File: config.mk
export PLATFORM = sky130hd
export DESIGN_NAME = uart_tx_fifo
export DESIGN_NICKNAME = d
export VERILOG_FILES = /design/src/rtl/uart_pkg.sv /design/src/rtl/uart_sync_fifo.sv /design/src/rtl/uart_tx_fifo.sv
export SDC_FILE = /design/constraint.sdc
export NUM_CORES = 1
export LEC_CHECK = 0
export CAP_MARGIN = 20
export CORE_MARGIN = 5
export CORE_UTILIZATION = 45
export CTS_CLUSTER_SIZE = 24
export DETAILED_ROUTE_END_ITERATION = 10
export GPL_ROUTABILITY_DRIVEN = 1
export PLACE_DENSITY_LB_ADDON = 0.05
export SETUP_SLACK_MARGIN = 0.15
export SYNTH_ARGS = -nofsm -noshare
export SYNTH_HDL_FRONTEND = slang
export SYNTH_SLANG_ARGS = --single-unit
File: constraint.sdc
create_clock -name sysclk -period 3.25 [get_ports sysclk]
set_input_delay 0.325 -clock sysclk [delete_from_list [all_inputs] [get_ports sysclk]]
set_output_delay 0.325 -clock sysclk [all_outputs]
set_load 0.02 [all_outputs]
File: src/rtl/uart_pkg.sv
// rtl/uart_pkg.sv - shared UART types and baud divider helper
// Purpose: transmitter state encoding and the clock divider function, shared by TX and a future RX.
// Ports: none (package).
package uart_pkg;

  typedef enum logic [2:0] {
    IDLE   = 3'd0,
    START  = 3'd1,
    DATA   = 3'd2,
    PARITY = 3'd3,
    STOP   = 3'd4
  } tx_state_t;

  // Sysclk cycles per bit time, truncated.
  function automatic int unsigned baud_div(input int unsigned clk_hz, input int unsigned baud);
    return clk_hz / baud;
  endfunction

endpackage

File: src/rtl/uart_sync_fifo.sv
// rtl/uart_sync_fifo.sv - synchronous FIFO with registered read data
// Purpose: DEPTH x WIDTH queue; rd_data is loaded on the edge that pops.
// Ports: clk, rst (sync, active-high), push/push_data, pop, rd_data, count, full, empty.
module uart_sync_fifo #(
  parameter int unsigned DEPTH = 16,
  parameter int unsigned WIDTH = 8
) (
  input  logic                     clk,
  input  logic                     rst,
  input  logic                     push,
  input  logic [WIDTH-1:0]         push_data,
  input  logic                     pop,
  output logic [WIDTH-1:0]         rd_data,
  output logic [$clog2(DEPTH):0]   count,
  output logic                     full,
  output logic                     empty
);

  localparam int unsigned AW = $clog2(DEPTH);

  logic [WIDTH-1:0] mem [DEPTH];
  logic [AW-1:0]    wr_ptr;
  logic [AW-1:0]    rd_ptr;
  logic             do_push;
  logic             do_pop;

  assign full    = (count == (AW+1)'(DEPTH));
  assign empty   = (count == '0);
  assign do_pop  = pop & ~empty;
  // A push into a full FIFO is accepted only when the same edge frees a slot.
  assign do_push = push & (~full | do_pop);

  always_ff @(posedge clk) begin
    if (do_push) begin
      mem[wr_ptr] <= push_data;
    end
  end

  always_ff @(posedge clk) begin
    if (rst) begin
      wr_ptr  <= '0;
      rd_ptr  <= '0;
      count   <= '0;
      rd_data <= '0;
    end else begin
      if (do_push) begin
        wr_ptr <= wr_ptr + 1'b1;
      end
      if (do_pop) begin
        rd_data <= mem[rd_ptr];
        rd_ptr  <= rd_ptr + 1'b1;
      end
      case ({do_push, do_pop})
        2'b10:   count <= count + 1'b1;
        2'b01:   count <= count - 1'b1;
        default: count <= count;
      endcase
    end
  end

endmodule

File: src/rtl/uart_tx_fifo.sv
// rtl/uart_tx_fifo.sv - UART transmitter fed by a synchronous FIFO
// Purpose: serialises queued words LSB-first: start, DATA_BITS data, optional parity, stop bits.
// Ports: sysclk, cpu_reset (sync, active-high), wr_data/wr_valid/wr_ready write port,
//   fifo_count (queued words), busy, uart_tx (idle high), par_odd (only with UART_TX_PARITY_EN).
// Macro: UART_TX_PARITY_EN adds a parity bit after the data bits.
module uart_tx_fifo
  import uart_pkg::*;
#(
  parameter int unsigned CLK_HZ     = 100_000_000,
  parameter int unsigned BAUD       = 115_200,
  parameter int unsigned DATA_BITS  = 8,
  parameter int unsigned STOP_BITS  = 1,
  parameter int unsigned FIFO_DEPTH = 16
) (
  input  logic                          sysclk,
  input  logic                          cpu_reset,
  input  logic [DATA_BITS-1:0]          wr_data,
  input  logic                          wr_valid,
  output logic                          wr_ready,
  output logic [$clog2(FIFO_DEPTH):0]   fifo_count,
  output logic                          busy,
  output logic                          uart_tx
`ifdef UART_TX_PARITY_EN
  ,
  input  logic                          par_odd
`endif
);

  localparam int unsigned DIV = baud_div(CLK_HZ, BAUD);
  localparam int unsigned CW  = (DIV > 1) ? $clog2(DIV) : 1;
  localparam int unsigned BW  = $clog2(DATA_BITS);

  tx_state_t            state;
  logic [CW-1:0]        baud_cnt;
  logic [BW-1:0]        bit_cnt;
  logic [DATA_BITS-1:0] shreg;
  logic                 load_pending;
  logic                 tick;
  logic                 pop;
  logic                 push;
  logic                 line_next;
  logic                 fifo_full;
  logic                 fifo_empty;
  logic [DATA_BITS-1:0] fifo_rd_data;
`ifdef UART_TX_PARITY_EN
  logic                 par_odd_q;
  logic                 par_bit;
`endif

  assign wr_ready = ~fifo_full;
  assign push     = wr_valid & wr_ready;
  assign tick     = (baud_cnt == CW'(DIV - 1));
  assign pop      = ~fifo_empty &
                    ((state == IDLE) ||
                     (state == STOP && tick && bit_cnt == BW'(STOP_BITS - 1)));

  uart_sync_fifo #(
    .DEPTH (FIFO_DEPTH),
    .WIDTH (DATA_BITS)
  ) u_fifo (
    .clk       (sysclk),
    .rst       (cpu_reset),
    .push      (push),
    .push_data (wr_data),
    .pop       (pop),
    .rd_data   (fifo_rd_data),
    .count     (fifo_count),
    .full      (fifo_full),
    .empty     (fifo_empty)
  );

  always_comb begin
    line_next = 1'b1;
    case (state)
      START:   line_next = 1'b0;
      DATA:    line_next = shreg[0];
`ifdef UART_TX_PARITY_EN
      PARITY:  line_next = par_bit;
`endif
      default: line_next = 1'b1;
    endcase
  end

  // The line and busy are registered from the current state, so both trail the FSM by one
  // cycle; the popped word reaches the shift register one cycle into START, well before DATA.
  always_ff @(posedge sysclk) begin
    if (cpu_reset) begin
      state        <= IDLE;
      baud_cnt     <= '0;
      bit_cnt      <= '0;
      shreg        <= '0;
      load_pending <= 1'b0;
      uart_tx      <= 1'b1;
      busy         <= 1'b0;
`ifdef UART_TX_PARITY_EN
      par_odd_q    <= 1'b0;
      par_bit      <= 1'b0;
`endif
    end else begin
      uart_tx      <= line_next;
      busy         <= (state != IDLE) | (fifo_count != '0);
      load_pending <= pop;
      if (load_pending) begin
        shreg <= fifo_rd_data;
`ifdef UART_TX_PARITY_EN
        par_bit <= (^fifo_rd_data) ^ par_odd_q;
`endif
      end
`ifdef UART_TX_PARITY_EN
      if (pop) begin
        par_odd_q <= par_odd;
      end
`endif
      if (state == IDLE || tick) begin
        baud_cnt <= '0;
      end else begin
        baud_cnt <= baud_cnt + 1'b1;
      end

      case (state)
        IDLE: begin
          bit_cnt <= '0;
          if (!fifo_empty) begin
            state <= START;
          end
        end
        START: begin
          if (tick) begin
            state   <= DATA;
            bit_cnt <= '0;
          end
        end
        DATA: begin
          if (tick) begin
            shreg <= shreg >> 1;
            if (bit_cnt == BW'(DATA_BITS - 1)) begin
              bit_cnt <= '0;
`ifdef UART_TX_PARITY_EN
              state   <= PARITY;
`else
              state   <= STOP;
`endif
            end else begin
              bit_cnt <= bit_cnt + 1'b1;
            end
          end
        end
        PARITY: begin
          if (tick) begin
            state   <= STOP;
            bit_cnt <= '0;
          end
        end
        STOP: begin
          if (tick) begin
            if (bit_cnt == BW'(STOP_BITS - 1)) begin
              bit_cnt <= '0;
              state   <= fifo_empty ? IDLE : START;
            end else begin
              bit_cnt <= bit_cnt + 1'b1;
            end
          end
        end
        default: state <= IDLE;
      endcase
    end
  end

endmodule

After elaboration in Yosys (flattened, before gate mapping) --
Memories as Yosys holds them, arrays and structs flattened. A register that Yosys moved wholly into a read port is not among the register bits. Index checks and enable logic that the tools add are counted.
Cells by class: reductions and logical operators 15, equal/unequal tests 17, $add $sub $neg 6, mux-type cells 22, bitwise operators 8
Operator list (count):
- $mux W3 | 12
- $mux W8 | 3
- $pmux W3 S5 | 1
- $ne A2 B2 Y1 const B | 6
- $pmux W3 S4 | 1
- $add A10 B1 Y10 const B | 1
- $eq A10 B10 Y1 const B | 1
- $pmux W5 S2 | 1
- $add A4 B1 Y4 const B | 2
- $reduce_and A7 Y1 | 1
- $eq A3 B2 Y1 const B | 2
- $eq A3 B3 Y1 const B | 2
- $logic_not A3 Y1 | 2
- $add A5 B1 Y5 const B | 1
- $eq A5 B5 Y1 const B | 1
- $logic_not A5 Y1 | 1
- $reduce_bool A5 Y1 | 1
- $sub A5 B1 Y5 const B | 1
- $and A1 B1 Y1 | 4
- $ne A2 B1 Y1 const B | 2
- $reduce_and A4 Y1 | 1
- $reduce_bool A4 Y1 | 1
- $reduce_or A2 Y1 | 2
- $add A3 B1 Y3 const B | 1
- other kinds (11) | 17
Word-level totals: memories kept 1, register bits after elaboration 40, input port bits 11, output and inout bits 8, word-level logic and storage cells 79, memory bits (writable) 128
Memory list:
- u_fifo.mem | depth 16, width 8, rd ports 1, clocked after Yosys merged registers in 1, wr ports 1, RTL line uart_sync_fifo.sv:21 | logic [WIDTH-1:0] mem [DEPTH];

Longest topological paths before layout --
Gate-level depths: netlist of run 1.
depth in word-level cells 10, gate-level depth with buffers 15

Cells and area by module --
Synthesis of run 1 repeated with hierarchy kept, for this count alone.
Unflattened totals: cell total of the unflattened synthesis 517, area total of the unflattened synthesis 7417.1 um^2
By module, submodules not included:
- uart_sync_fifo | times used 1, sequential area each 4264.1 um^2, cells an instance 371, area each 6095.8 um^2
- uart_tx_fifo | times used 1, sequential area each 540.5 um^2, cells an instance 146, area each 1321.3 um^2

Worst setup path before layout of run 1 --
Ideal clock, no wire load.
path type register to register, from register baud_cnt[0], to register u_fifo.count[4], arrival time 3.296 ns, stages on the path, launching flop included 16, path buffers 2, setup time 0.070 ns, required time 3.180 ns, setup slack -0.116 ns, cells stage by stage dfxtp_1 ha_1 nor4b_2 nand4b_1 buf_2 a2111o_1 inv_1 buf_4 ha_1 inv_1 fa_1 nor2b_1 o21ai_0 and3_1 or4_1 a21oi_1
On the way: word-level cells in the longest chain between the ends 10
Ends and longest elaborated chain:
- start, declared | RTL line uart_tx_fifo.sv:34 | logic [CW-1:0] baud_cnt;
- start signal, assigned | RTL line uart_tx_fifo.sv:117 | baud_cnt <= baud_cnt + 1'b1;
- $eq A10 B10 Y1 * | RTL line uart_tx_fifo.sv:52 | assign tick = (baud_cnt == CW'(DIV - 1));
- $logic_and A1 B1 Y1 * (2 in a row) | RTL line uart_tx_fifo.sv:55 | (state == STOP && tick && bit_cnt == BW'(STOP_BITS - 1)));
- $logic_or A1 B1 Y1 * | RTL line uart_tx_fifo.sv:54 | ((state == IDLE) ||
- $and A1 B1 Y1 * | RTL line uart_tx_fifo.sv:53 | assign pop = ~fifo_empty &
- net pop | RTL line uart_tx_fifo.sv:39 | logic pop;
- $and A1 B1 Y1 * | RTL line uart_sync_fifo.sv:29 | assign do_pop = pop & ~empty;
- $or A1 B1 Y1 | RTL line uart_sync_fifo.sv:31 | assign do_push = push & (~full | do_pop);
- $and A1 B1 Y1 | RTL line uart_sync_fifo.sv:31
- $eq A2 B1 Y1 or $eq A2 B2 Y1 (tied branches) | RTL line uart_sync_fifo.sv:53 | case ({do_push, do_pop})
- $pmux W5 S2 or $reduce_bool A2 Y1 (tied branches)
- end signal, assigned | RTL line uart_sync_fifo.sv:54 | 2'b10: count <= count + 1'b1;
- end signal, assigned | RTL line uart_sync_fifo.sv:55 | 2'b01: count <= count - 1'b1;
- end signal, assigned | RTL line uart_sync_fifo.sv:56 | default: count <= count;
- end, declared | RTL line uart_sync_fifo.sv:14 | output logic [$clog2(DEPTH):0] count,
The timed path passes the listed nets; every way through them passes the cells marked *. A chain may end at the register's enable or synchronous reset.

Worst setup path in the final report of run 1 --
from register baud_cnt[0], to register u_fifo.count[4]
On the way: word-level cells in the longest chain between the ends 10
Ends and longest elaborated chain (RTL line):
- $eq A10 B10 Y1 * | uart_tx_fifo.sv:52
- $logic_and A1 B1 Y1 * (2 in a row) | uart_tx_fifo.sv:55
- $logic_or A1 B1 Y1 * | uart_tx_fifo.sv:54
- $and A1 B1 Y1 * | uart_tx_fifo.sv:53
- $and A1 B1 Y1 * | uart_sync_fifo.sv:29
- $or A1 B1 Y1 | uart_sync_fifo.sv:31
- $and A1 B1 Y1 | uart_sync_fifo.sv:31
- $eq A2 B1 Y1 or $eq A2 B2 Y1 (tied branches) | uart_sync_fifo.sv:53
- $pmux W5 S2 or $reduce_bool A2 Y1 (tied branches)
Every way passes the cells marked *; elsewhere a longest branch is shown, timed or not.

==> flow_metrics.py, run 1 <==
metrics = {
    "synthesis": {
        "synth.top_cells.by_area": "edfxtp_1, dfxtp_1, mux4_2, nor2_1, mux2_2",
        "ys.warnings.count": 0,
        "ys_dominant_reg_cell": "edfxtp_1",
        "synth_xor_area_share_pct": 1.716,
        "syn_inst": 490,
        "combinational_family_with_the_most_area_after_synthesis": "multiplexers",
        "synth_fa_ha_area_share_pct": 2.697,
        "yosysUniqueCellTypes": 44,
        "synthSimpleGateAreaFrac_pct": 8.282,
        "syn_avg_cell_area_sq_um": 14.58,
        "synth_fp_nets": 515,
        "synth_mux_area_share_pct": 12.33,
        "yosys.area.top_type": "edfxtp_1",
        "synthesis.area_sq_mm": 0.007146,
        "synth_enable_flop_cells": 128,
        "synth-async-reset-ratio_pct": 0,
        "seq_area_frac_synth_pct": 67.24,
        "synth_compound_area_share_pct": 5.516,
        "postSynthRegisterBits": 176,
        "synth_top_area_share_pct": 53.79,
    },
    "global_route": {
        "globalRouteOverflowTotal": 0,
        "grtUsageTotal_pct": 16.36,
        "number_of_antenna_violations_at_the_first_check_in_global_routing": 0,
        "via_count_of_the_first_global_routing_pass": 4025,
        "gr-usage-met2_pct": 26.66,
        "grtUsageMet3_pct": 3.442,
        "global_route.peak_usage_layer": "met2",
        "grt_first_pass_wirelength_mm": 22.53,
        "grt_max_degree": 45,
        "use_met1_pct": 21.86,
    },
    "floorplan": {
        "standard_cell_row_count": 46,
        "start_util_pct": 45.48,
        "dieArea_sq_mm": 0.01850,
        "die_h_um": 136.0,
        "floorplan.io_pins": 19,
        "die_w_um": 136.0,
        "placeableCoreArea_sq_mm": 0.01571,
    },
    "drt": {
        "initialDrtViolationCount": 204,
        "detailedRoute.firstPassIterationCount": 4,
        "vias": 3955,
        "via_per_inst": 5.225,
        "finalWirelength_mm": 14.05,
        "antenna_violating_nets_post_route": 0,
        "post_drt_wl_per_cell_um": 18.55,
        "route.detailed.drc": 0,
    },
    "worst_setup_path": {
        "crit_type": "flop to flop",
        "cp-end-kind": "flop",
        "critPathLaunchType": "flop",
        "worst-endpoint-arrival_ns": 3.33,
        "reg2reg_from": "baud_cnt[0]",
        "critPathRequiredTime_ns": 3.60,
        "timing.critical_path.from": "baud_cnt[0]",
        "path_max_fanout": 4,
    },
    "final_layout": {
        "mostFrequentLayoutCells": "edfxtp_1, nor2_1, dfxtp_1",
        "ratio_of_cells_with_drive_above_1_in_the_final_layout_pct": 20.89,
        "final_net_count": 553,
        "commonest_non_fill_non_tap_cell_in_the_layout": "edfxtp_1",
        "filler_cell_count": 1347,
        "layout.area.seq_sq_mm": 0.004810,
        "area_growth_syn_to_layout_pct": 16.34,
        "area_of_the_multi_input_gates_sq_mm": 0.002246,
        "diodes": 0,
        "stdcell_count": 757,
    },
    "placed_design": {
        "place.port_buffers": 18,
        "gpl.final_weighted_congestion": 0.7648,
        "dpl.cell_count": 721,
        "detailed_place_hpwl_mm": 9.079,
    },
    "timing": {
        "final.hold.worst_slack_ns": 0.4880,
        "report.final.setup_viol": 0,
        "min_period_over_period_pct": 91.87,
        "rsz0062_at_grt": "true",
        "final.setup_skew_ns": 0.006792,
        "timing.slew.headroom_pct": 49.59,
        "slew_violations": 0,
        "layout_min_cycle_time_ns": 2.986,
        "max_freq_mhz": 334.9,
        "worst_slew_pin_slew_ns": 0.7533,
        "timing.setup.tns_ns": 0,
        "hold_viol_final": 0,
    },
    "power_and_ir_drop": {
        "leakage_nw": 2.780,
        "power.density_mw_per_mm2": 737.8,
        "ir_drop_uv": 355.2,
        "design_power_total_mw": 6.133,
    },
    "cts": {
        "cts_made_buffers": 17,
        "clock_insertion_delay_worst_skew_ns": 0.42,
        "cts_max_level": 4,
        "cts-root-buf": "clkbuf_16",
        "max-clock-path-buffers": 2,
        "hold_buffers": 0,
        "cts_tree": "yes",
        "path_clk_slew_ns": 0.06,
        "clock_sink_count": 176,
    },
    "run": {
        "maxCapViolations": 0,
    },
    "min_path": {
        "worstHoldPathType": "flop to flop",
        "holdCritStartpoint": "bit_cnt[0]",
    },
    "outcome": {
        "status": "finished clean",
    },
}
registers in the layout, indices dropped and copies added (netlist names):
signal          cells
uart_tx             1
u_fifo.count        5
u_fifo.rd_ptr       4
state               3
shreg               8
u_fifo.rd_data      8
baud_cnt           10
load_pending        1
bit_cnt             3
u_fifo.mem        128
u_fifo.wr_ptr       4
busy                1
kinds of logic after synthesis:
| logic type | count (synthesis) |
|---|---|
| AO/OA/AOI/OAI | 63 |
| flip-flops | 176 |
| multiplexers | 56 |
| AND/OR/NAND/NOR | 126 |
| adder cells (fa/ha/maj) | 15 |
| XOR/XNOR | 14 |
| buffers and inverters | 40 |
layout make-up:
class | count | area share (%)
clock inverters | 12 | 1.008
repair buffers | 46 | 4.997
flip-flops and latches | 176 | 57.86
inverters | 13 | 0.6171
well taps | 216 | 3.251
clock buffers | 20 | 5.253
multi-input cells | 274 | 27.02
Yosys cell counts, drive strengths merged (6+ instances only):
library cell	instances
o22ai	16
mux4	24
clkbuf	19
nor2	62
xnor2	8
nor3	15
nor2b	8
mux2i	16
o21ai	15
buf	8
edfxtp	128
a21oi	12
ha	13
nand2	13
and3	7
mux2	16
inv	13
a211oi	9
dfxtp	48
xor2	6
critical path: stages, from the launching register on:
cell and delay (ns):
dfxtp_2 0.35, ha_4 0.15, nor4b_4 0.18, nand4b_1 0.22, a2111o_1 0.45, inv_2 0.09, ha_4 0.17, inv_4 0.05
fa_2 0.38, nor2b_4 0.13, o21ai_2 0.07, and3_4 0.15, or4_4 0.41, a21oi_2 0.13
stage by stage:
step | area, sq um | util, % | worst slack [ns]
final | 8313 | 52.91 | 0.2643
after global placement | 7724 | 49.16 | 0.2344
after global routing | 8313 | 52.91 | 0.07468
after CTS | 8263 | 52.59 | 0.1520
after detailed placement | 7724 | 49.16 | 0.1584
after floorplan | 7182 | - | 0.1835
per-layer routing:
metal  routed length, um  vias to the layer above
met5                   0                        -
met2                6792                       52
met3                 432                       17
met1                6564                     1970
li1                    -                     1916
met4                 257                        0
where the power goes:
part | total [mW] | switching, mW | internal (mW)
sequential | 2.74 | 0.167 | 2.58
clock | 1.82 | 0.836 | 0.980
combinational | 1.57 | 0.816 | 0.755
total | 6.13 | 1.82 | 4.31
path summary, 6_finish.rpt:
check / endpoint / slack (ns) / depth (start not counted)
worst max-delay path: u_fifo.count[4] / 0.26 / 13
worst min-delay path: bit_cnt[0] / 0.49 / 1
worst max register to register: u_fifo.count[4] / 0.26 / 13
worst min register to register: bit_cnt[0] / 0.49 / 1
what timing repair did:
action | 4_1_cts | 5_1_grt
pin swaps | 2 | 9
setup endpoints to repair | 1 | 1
buffers inserted | 1 | 3
resized for setup | 2 | 8
cloned | 0 | 0
(Power assumes the default switching activity.)
==> run 2, diff against run 1 <==
--- a/config.mk
+++ b/config.mk
@@ -7,7 +7,7 @@
 export LEC_CHECK = 0
 export CAP_MARGIN = 20
 export CORE_MARGIN = 5
-export CORE_UTILIZATION = 45
+export CORE_UTILIZATION = 30
 export CTS_CLUSTER_SIZE = 24
 export DETAILED_ROUTE_END_ITERATION = 10
 export GPL_ROUTABILITY_DRIVEN = 1
==> constraint.sdc (replaced) <==
create_clock -name sysclk -period 3.25 [get_ports sysclk]
set_input_delay 0.325 -clock sysclk [delete_from_list [all_inputs] [get_ports sysclk]]
set_output_delay 0.325 -clock sysclk [all_outputs]
set_load 0.01 [all_outputs]
==> run 2 against run 1 <==
  * Global-route usage is 3.8 points lower
  * Critical path depth stayed put
  * Register-to-register slack hardly changed
  * Non-clock buffer count unchanged
  * Clock skew grew 0.0051 ns
  * Flip-flop and latch count did not move
  * Critical path type unchanged
  * Largest power group unchanged
==> flow_metrics.py, run 2 (synthesized netlist as in run 1, its figures left out) <==
metrics = {
    "floorplan": {
        "dieArea_sq_mm": 0.02701,
        "die_h_um": 164.3,
        "floorplan.io_pins": 19,
        "start_util_pct": 30.44,
        "placeableCoreArea_sq_mm": 0.02347,
        "die_w_um": 164.3,
        "standard_cell_row_count": 56,
    },
    "timing": {
        "report.final.setup_viol": 0,
        "min_period_over_period_pct": 91.93,
        "timing.setup.tns_ns": 0,
        "final.setup_skew_ns": 0.01187,
        "slew_violations": 0,
        "rsz0062_at_grt": "true",
        "timing.slew.headroom_pct": 47.58,
        "worst_slew_pin_slew_ns": 0.7838,
        "layout_min_cycle_time_ns": 2.988,
        "hold_viol_final": 0,
        "max_freq_mhz": 334.7,
        "final.hold.worst_slack_ns": 0.4422,
    },
    "final_layout": {
        "final_net_count": 553,
        "area_growth_syn_to_layout_pct": 18.84,
        "reg.largest.list": "u_fifo.mem (128), baud_cnt (10)",
        "layout.cell_area.non_filler_sq_mm": 0.008492,
        "mostFrequentLayoutCells": "edfxtp_1, nor2_1, dfxtp_1",
        "stdcell_count": 860,
        "filler_cell_count": 2283,
        "max_flop_register": "u_fifo.mem",
        "commonest_non_fill_non_tap_cell_in_the_layout": "edfxtp_1",
        "ratio_of_cells_with_drive_above_1_in_the_final_layout_pct": 20.89,
        "diodes": 0,
        "number_of_flip_flops_in_the_largest_register": 128,
    },
    "worst_setup_path": {
        "internal_reg_to_reg_setup_slack_ns": 0.26,
        "critPathLaunchType": "flop",
        "rr_endpoint": "u_fifo.count[4]",
        "reg2reg_from": "baud_cnt[1]",
        "worst-endpoint-arrival_ns": 3.33,
        "timing.reg2reg.worst_path_depth": 13,
        "critPathRequiredTime_ns": 3.60,
        "crit_type": "flop to flop",
        "path_max_fanout": 4,
        "cp-end-kind": "flop",
        "timing.critical_path.from": "baud_cnt[1]",
    },
    "cts": {
        "cts_made_buffers": 17,
        "max-clock-path-buffers": 2,
        "cts_max_level": 4,
        "path_clk_slew_ns": 0.07,
        "clock_insertion_delay_worst_skew_ns": 0.43,
        "cts-root-buf": "clkbuf_16",
        "cts_tree": "yes",
        "clock_sink_count": 176,
        "hold_buffers": 0,
    },
    "power_and_ir_drop": {
        "leakage_nw": 2.811,
        "power.density_mw_per_mm2": 737.3,
        "ir_drop_uv": 321.1,
        "design_power_total_mw": 6.261,
    },
    "global_route": {
        "number_of_antenna_violations_at_the_first_check_in_global_routing": 0,
        "gr-usage-met2_pct": 20.12,
        "via_count_of_the_first_global_routing_pass": 4053,
        "grtUsageTotal_pct": 12.55,
        "grt_first_pass_wirelength_mm": 24.76,
        "grtUsageMet3_pct": 2.560,
        "global_route.peak_usage_layer": "met2",
        "grt_max_degree": 28,
        "globalRouteOverflowTotal": 0,
        "use_met1_pct": 17.23,
    },
    "drt": {
        "finalWirelength_mm": 15.98,
        "antenna_violating_nets_post_route": 0,
        "post_drt_wl_per_cell_um": 18.58,
        "initialDrtViolationCount": 192,
        "route.detailed.drc": 0,
        "via_per_inst": 4.634,
        "vias": 3985,
        "detailedRoute.firstPassIterationCount": 4,
    },
    "placed_design": {
        "gpl.final_weighted_congestion": 0.7138,
        "dpl.cell_count": 826,
        "detailed_place_hpwl_mm": 10.40,
        "place_area_sq_mm": 0.007868,
        "place.port_buffers": 18,
    },
    "min_path": {
        "worstHoldPathType": "flop to flop",
        "whs_path_depth": 1,
        "holdCritStartpoint": "baud_cnt[0]",
        "worstHoldEndpoint": "baud_cnt[0]",
    },
    "outcome": {
        "status": "finished clean",
    },
    "run": {
        "maxCapViolations": 0,
    },
}
[run 2: per-stage QoR]
stage / util [%] / setup WS [ns]
floorplan: - / 0.1835
global placement: 33.52 / 0.2882
detailed placement: 33.52 / 0.2633
CTS: 35.99 / 0.2432
global route: 36.18 / 0.1075
finish: 36.18 / 0.2622
[run 2: worst max-delay path by stage]
stage,endpoint,slack (ns)
2_1_floorplan,u_fifo.count[4],0.18
3_3_place_gp,u_fifo.count[4],0.29
5_1_grt,u_fifo.count[4],0.11
6_report,u_fifo.count[4],0.26
4_1_cts,u_fifo.count[4],0.24
3_5_place_dp,u_fifo.count[4],0.26
[run 2: worst max-delay path: stages (launching register included)]
cell	delay (ns)
dfxtp_4	0.36
ha_4	0.14
nor4b_4	0.18
nand4b_1	0.16
a2111o_1	0.46
inv_2	0.09
ha_4	0.15
inv_1	0.07
fa_2	0.35
nor2b_2	0.14
o21ai_1	0.09
and3_1	0.18
or4_4	0.41
a21oi_2	0.12
[run 2: metal layers]
metal	vias up	part of all wire, %
met5	-	0
li1	1911	-
met1	2020	49
met2	41	48
met3	13	2.3
met4	0	0.92
[run 2: layout make-up]
| cell class | count | area, sq um | share of cell area, % |
|---|---|---|---|
| Clock buffer | 18 | 429.2 | 5.054 |
| Multi-Input combinational cell | 274 | 2235 | 26.31 |
| Inverter | 13 | 48.80 | 0.5746 |
| Sequential cell | 176 | 4815 | 56.70 |
| Clock inverter | 14 | 150.1 | 1.768 |
| Tap cell | 319 | 399.1 | 4.700 |
| Timing Repair Buffer | 46 | 415.4 | 4.892 |
[run 2: what timing repair did]
| action | CTS | global route |
|---|---|---|
| gates resized for setup | 0 | 7 |
| buffers inserted | 0 | 2 |
| setup endpoints to repair | 0 | 1 |
[run 2: power breakdown]
| group | switching [mW] | total [mW] | internal [mW] |
|---|---|---|---|
| clock | 0.964 | 1.99 | 1.03 |
| sequential | 0.198 | 2.77 | 2.58 |
| combinational | 0.770 | 1.50 | 0.727 |
| total | 1.93 | 6.26 | 4.33 |
